--- src/rtl/elevator_scan_ctrl.sv ---
// -----------------------------------------------------------------------------
// elevator_scan_ctrl
//
// Single-car elevator controller using a SCAN policy. The car keeps travelling
// in its current direction while requests remain ahead of it. It reverses only
// when the side ahead is empty and requests remain behind it.
//
// A single timer is shared by the MOVE and DOOR states. It counts only while
// enable is high. It times the floor-to-floor travel in MOVE and the dwell
// period in DOOR.
//
// Ports
//   clk         rising-edge clock for all state
//   reset       synchronous, active-high reset
//   enable      1 = timer advances and the FSM may change state; 0 = frozen
//   call_req    one request bit per floor, latched into pending
//   door_hold   level; while the door is open, keeps restarting the dwell
//   door_close  pulse; ends the dwell early unless door_hold is high
//   cur_floor   current floor index
//   dir_up      1 = current or last travel direction is up
//   moving      high while in MOVE
//   door_open   high while in DOOR
//   pending     registered outstanding-request vector
// -----------------------------------------------------------------------------
module elevator_scan_ctrl #(
    parameter int FLOORS     = 4,
    parameter int FW         = 2,
    parameter int TRAVEL_CYC = 50_000_000,
    parameter int DOOR_CYC   = 100_000_000
) (
    input  logic              clk,
    input  logic              reset,
    input  logic              enable,
    input  logic [FLOORS-1:0] call_req,
    input  logic              door_hold,
    input  logic              door_close,
    output logic [FW-1:0]     cur_floor,
    output logic              dir_up,
    output logic              moving,
    output logic              door_open,
    output logic [FLOORS-1:0] pending
);

    // The timer must hold the larger of the two terminal counts without wrapping.
    localparam int            MAX_CYC     = (TRAVEL_CYC > DOOR_CYC) ? TRAVEL_CYC : DOOR_CYC;
    localparam int            TW          = $clog2(MAX_CYC + 1);
    localparam logic [TW-1:0] TRAVEL_LAST = TW'(TRAVEL_CYC - 1);
    localparam logic [TW-1:0] DOOR_LAST   = TW'(DOOR_CYC - 1);

    typedef enum logic [1:0] {
        S_IDLE,
        S_MOVE,
        S_DOOR
    } state_e;

    // Outcome of the scan rule when the car is ready to leave a floor.
    typedef enum logic [1:0] {
        D_AHEAD,
        D_REVERSE,
        D_STOP
    } decide_e;

    state_e            state_q,     state_d;
    logic [FW-1:0]     cur_floor_q, cur_floor_d;
    logic              dir_up_q,    dir_up_d;
    logic              moving_q,    moving_d;
    logic              door_open_q, door_open_d;
    logic [FLOORS-1:0] pending_q,   pending_d;
    logic [TW-1:0]     timer_q,     timer_d;

    logic [FW-1:0]     next_floor;
    logic [FW-1:0]     leave_floor;
    logic              leave_req;
    logic [FLOORS-1:0] req_mask;
    logic [FLOORS-1:0] clr_mask;

    function automatic logic any_above(input logic [FLOORS-1:0] p, input logic [FW-1:0] f);
        logic r;
        r = 1'b0;
        for (int i = 0; i < FLOORS; i++) begin
            if (p[i] && (i > int'(f))) r = 1'b1;
        end
        return r;
    endfunction

    function automatic logic any_below(input logic [FLOORS-1:0] p, input logic [FW-1:0] f);
        logic r;
        r = 1'b0;
        for (int i = 0; i < FLOORS; i++) begin
            if (p[i] && (i < int'(f))) r = 1'b1;
        end
        return r;
    endfunction

    // Ahead/behind are relative to the travel direction. Because a move is
    // only started toward a non-empty side, the car can never step past
    // floor 0 or floor FLOORS-1.
    function automatic decide_e scan_decide(input logic [FLOORS-1:0] p,
                                            input logic [FW-1:0]     f,
                                            input logic              up);
        logic ahead;
        logic behind;
        ahead  = up ? any_above(p, f) : any_below(p, f);
        behind = up ? any_below(p, f) : any_above(p, f);
        if (ahead)  return D_AHEAD;
        if (behind) return D_REVERSE;
        return D_STOP;
    endfunction

    // NOTE: every signal assigned in this block receives a default value first.
    // A path that leaves a signal unassigned would infer a latch.
    always_comb begin
        state_d     = state_q;
        cur_floor_d = cur_floor_q;
        dir_up_d    = dir_up_q;
        timer_d     = timer_q;
        next_floor  = cur_floor_q;
        leave_req   = 1'b0;
        leave_floor = cur_floor_q;
        clr_mask    = '0;

        // A call for the floor the door is already open at is absorbed by the
        // dwell restart below. It is not recorded as a new request.
        req_mask = call_req;
        if (state_q == S_DOOR) req_mask[cur_floor_q] = 1'b0;

        if (enable) begin
            unique case (state_q)
                S_IDLE: begin
                    if (pending_q[cur_floor_q]) begin
                        state_d               = S_DOOR;
                        timer_d               = '0;
                        clr_mask[cur_floor_q] = 1'b1;
                    end else if (|pending_q) begin
                        leave_req = 1'b1;
                    end
                end

                S_MOVE: begin
                    if (timer_q == TRAVEL_LAST) begin
                        timer_d     = '0;
                        next_floor  = dir_up_q ? cur_floor_q + FW'(1) : cur_floor_q - FW'(1);
                        cur_floor_d = next_floor;
                        if (pending_q[next_floor]) begin
                            state_d              = S_DOOR;
                            clr_mask[next_floor] = 1'b1;
                        end else begin
                            leave_req   = 1'b1;
                            leave_floor = next_floor;
                        end
                    end else begin
                        timer_d = timer_q + TW'(1);
                    end
                end

                S_DOOR: begin
                    // door_hold overrides door_close. A call at this floor
                    // restarts the dwell unless a close request is present.
                    if (door_hold) begin
                        timer_d = '0;
                    end else if (door_close) begin
                        timer_d   = '0;
                        leave_req = 1'b1;
                    end else if (call_req[cur_floor_q]) begin
                        timer_d = '0;
                    end else if (timer_q == DOOR_LAST) begin
                        timer_d   = '0;
                        leave_req = 1'b1;
                    end else begin
                        timer_d = timer_q + TW'(1);
                    end
                end

                default: state_d = S_IDLE;
            endcase
        end

        if (leave_req) begin
            unique case (scan_decide(pending_q, leave_floor, dir_up_q))
                D_AHEAD: begin
                    state_d = S_MOVE;
                end
                D_REVERSE: begin
                    state_d  = S_MOVE;
                    dir_up_d = ~dir_up_q;
                end
                default: begin
                    state_d = S_IDLE;
                end
            endcase
        end

        // Request latching continues even while enable is low.
        pending_d   = (pending_q & ~clr_mask) | req_mask;
        moving_d    = (state_d == S_MOVE);
        door_open_d = (state_d == S_DOOR);
    end

    // NOTE: sequential state uses non-blocking assignments so that every flop
    // samples values from before the edge, regardless of statement order.
    always_ff @(posedge clk) begin
        if (reset) begin
            state_q     <= S_IDLE;
            cur_floor_q <= '0;
            dir_up_q    <= 1'b1;
            moving_q    <= 1'b0;
            door_open_q <= 1'b0;
            pending_q   <= '0;
            timer_q     <= '0;
        end else begin
            state_q     <= state_d;
            cur_floor_q <= cur_floor_d;
            dir_up_q    <= dir_up_d;
            moving_q    <= moving_d;
            door_open_q <= door_open_d;
            pending_q   <= pending_d;
            timer_q     <= timer_d;
        end
    end

    assign cur_floor = cur_floor_q;
    assign dir_up    = dir_up_q;
    assign moving    = moving_q;
    assign door_open = door_open_q;
    assign pending   = pending_q;

endmodule

--- config.mk ---
export PLATFORM = sky130hd
export DESIGN_NAME = elevator_scan_ctrl
export DESIGN_NICKNAME = d
export VERILOG_FILES = /design/src/rtl/elevator_scan_ctrl.sv
export SDC_FILE = /design/constraint.sdc
export NUM_CORES = 1
export LEC_CHECK = 0
export BUFFER_PORTS_ARGS = -buffer_cell sky130_fd_sc_hd__buf_2
export CORE_ASPECT_RATIO = 0.6
export CORE_MARGIN = 4
export CORE_UTILIZATION = 45
export DETAILED_ROUTE_END_ITERATION = 10
export PLACE_DENSITY_LB_ADDON = 0.05
export RECOVER_POWER = 50
export REMOVE_ABC_BUFFERS = 1
export SYNTH_ARGS = -nofsm -noshare
export SYNTH_HDL_FRONTEND = slang
export SYNTH_SLANG_ARGS = --single-unit
--- constraint.sdc ---
create_clock -name clk -period 3.7 [get_ports clk]
set_input_delay 0 -clock clk [delete_from_list [all_inputs] [get_ports clk]]
set_output_delay 0 -clock clk [all_outputs]
set_load 0.005 [all_outputs]
==> flow_summary.yaml <==
sta:
  hold_ws_ps: 53.0
  max_slew.worst_pin.slew_ps: 842
  rsz0062_at_grt: "no"
  finClkSkew_ps: 1.89
  fin_crit_sh: 0.824
  hold_viol_final: 0
  final.setup.tns_ps: 0
  slew_headroom: 0.433
  min_period_ps: 3050
  slew_violations: 0
  finalSetupViolCount: 0
  fmax_mhz: 328
detailed_routing:
  wire_per_inst_um: 15.9
  wl_met2_um: 2020
  drt-total-wl_um: 5670
  dr_wl_met3_um: 507
  route.detailed.drc: 0
  drtIter0Drc: 145
  via_count: 2047
  m1WireLength_um: 3100
  viasPerCell: 5.73
  top_layer: "met4"
  postRouteAntennaNets: 0
  dr.pass1.iters: 4
final_layout:
  final_cell_mix: "38 x dfxtp_1, 36 x nor2_1, 23 x nand2_1, 15 x o21ai_0, 14 x nand3_1"
  final_common_cell: "dfxtp_1"
  nFillCells: 472
  drive_gt1_frac: 0.119
  diodes: 0
  synthToLayoutAreaGrowth_pct: 12.0
  fin_util: 0.545
  nNetsFinal: 311
  stdcell_area_um2: 2600
clocking:
  numCtsBuffers: 5
  cts_sinks: 38
  cts_root_buf: "clkbuf_8"
  cts_buffer_depth: 2
  cts_tree: "done"
  htreeDepth: 2
  postCtsSetupRepairBufs: 0
  insertion_delay_ps: 290
  clkTransAtPathRegs_ps: 80
floorplan:
  dieHeight_um: 63.7
  coreArea_um2: 4780
  dieArea_um2: 6410
  pin_count: 18
  initial_core_util: 0.486
  fp.dieW_um: 101
  placementRows: 19
critical_path:
  cp_max_fo: 12
  worstReg2RegStart: "cur_floor[1]$_SDFFE_PP0P_"
  crit_path_start: "cur_floor[1]$_SDFFE_PP0P_"
  cp-endpoint: "state_q[0]$_SDFF_PP0_"
  cp-end-kind: "flip-flop"
  crit_type: "reg2reg"
  arrival_ps: 3210
  rrSetupSlack_ps: 650
  required_ps: 3860
  crit_path_start_kind: "flip-flop"
  r2r_end: "state_q[0]$_SDFF_PP0_"
  reg2reg_depth: 10
synth:
  synth.distinct_cells: 63
  synth-seq-area-share: 0.327
  synthesis.area_um2: 2320
  syn-instance-count: 270
  ys_ff_latch: 38
  synth_compound_area_frac: 0.162
  synth-adder-area-share: 0.0485
  synth_edf_count: 0
  syn_area_per_cell_um2: 8.61
  yosys_warnings: 0
  synthArstFlopShare: 0
  synth_top_family_by_area: "simple AND/OR/NAND/NOR gates"
  synth_mux_area_frac: 0.0377
  synthFlopType: "dfxtp_1"
  synthSimpleGateAreaFrac: 0.285
  synth_xor_area_frac: 0.0942
power_and_ir_drop:
  vdd_drop_max_v: 0.000170
  p_per_area_nw_per_um2: 387
  leakage_uw: 0.000889
  finalPower_uw: 1010
global_route:
  antenna_found_initial: 0
  grt-ovfl-total: 0
  grt_pass1_wl_um: 9390
  grt_max_degree: 25
  grt_use_total: 0.186
  grt_pass1_vias: 1858
worst_hold_path:
  hp-class: "in2reg"
placement:
  post_dp_cell_area_um2: 2450
  gp_congestion: 0.973
  portBuffers: 17
  place.detailed.hpwl_um: 4160
run:
  drv_cap: 0
run_status:
  status: "finished clean"
-- state kept, by name, indices dropped and copies added (netlist names) --
signal / cells
door_open: 1
dir_up: 1
cur_floor: 2
timer_q: 27
state_q: 2
moving: 1
pending: 4
-- cell families (layout without fill, tap and decap cells) --
family / Yosys count / in the layout
flip-flops: 38 / 38
AO/OA/AOI/OAI: 53 / 53
adder cells (fa/ha/maj): 9 / 9
multiplexers: 5 / 5
AND/OR/NAND/NOR: 121 / 121
XOR/XNOR: 25 / 25
buffers and inverters: 19 / 43
-- critical path, stage by stage, from the launching register on --
cell and delay [ps]:
dfxtp_1 310, clkbuf_1 450, xnor2_1 200, ha_1 390, mux4_2 420, inv_1 160
nand4_1 130, a31oi_1 270, o211ai_2 130, nor4_2 360, a211oi_2 70
-- per-stage QoR --
step | setup slack [ps] | instances
after floorplan | 1030 | 261
after global placement | 1110 | 345
after detailed placement | 1010 | 345
after CTS | 1000 | 357
after global routing | 447 | 357
final | 651 | 357
-- worst min-delay path by stage --
stage                     slack, ps        start  cells after the start                        end
final                            50        reset                      2  cur_floor[0]$_SDFFE_PP0P_
after global routing             60        reset                      2  cur_floor[1]$_SDFFE_PP0P_
after CTS                        40        reset                      2  cur_floor[0]$_SDFFE_PP0P_
after detailed placement        260  call_req[0]                      3      pending[0]$_SDFF_PP0_
after global placement          260  call_req[0]                      3      pending[0]$_SDFF_PP0_
after floorplan                  60        reset                      1      state_q[0]$_SDFF_PP0_
-- power by group --
group          total [uW]  internal, uW  switching (uW)
combinational         129          53.8            75.6
clock                 445           288             157
sequential            433           419            13.9
total                1010           761             247
-- layout make-up --
class / instances / area [um2] / area share
sequential: 38 / 761 / 0.292
clock inverter: 2 / 60.1 / 0.0231
timing repair buffer: 25 / 138 / 0.0529
tap: 63 / 78.8 / 0.0303
multi-input combinational: 213 / 1450 / 0.555
inverter: 10 / 37.5 / 0.0144
clock buffer: 6 / 82.6 / 0.0317
-- cells in the mapped netlist (all sizes together), types with 2 or more instances --
cell type / count / share of area
a211oi: 3 / 0.012
a21oi: 12 / 0.026
a32oi: 3 / 0.011
and2: 3 / 0.0081
and3: 2 / 0.0059
and3b: 2 / 0.0075
and4: 3 / 0.011
buf: 6 / 0.018
clkbuf: 2 / 0.0075
dfxtp: 38 / 0.33
ha: 9 / 0.048
inv: 10 / 0.016
mux2i: 2 / 0.0086
mux4: 3 / 0.029
nand2: 23 / 0.037
nand2b: 2 / 0.0054
nand3: 14 / 0.030
nand4: 9 / 0.024
nor2: 36 / 0.058
nor3: 7 / 0.015
nor3b: 2 / 0.0065
nor4: 5 / 0.025
o21a: 2 / 0.0065
o21ai: 16 / 0.034
o31ai: 3 / 0.018
or4: 4 / 0.018
xnor2: 12 / 0.045
xor2: 13 / 0.049
-- metal layers --
layer  track usage  vias up
met5             0        -
li1              -     1018
met2         0.226       63
met3        0.0639        5
met1         0.293      961
met4        0.0521        0
-- what timing repair did --
item	in CTS	in global routing
resized for setup	0	0
endpoints found under the hold margin	4	0
hold buffers	4	0
Note: power is estimated with default switching activity, not from simulation.
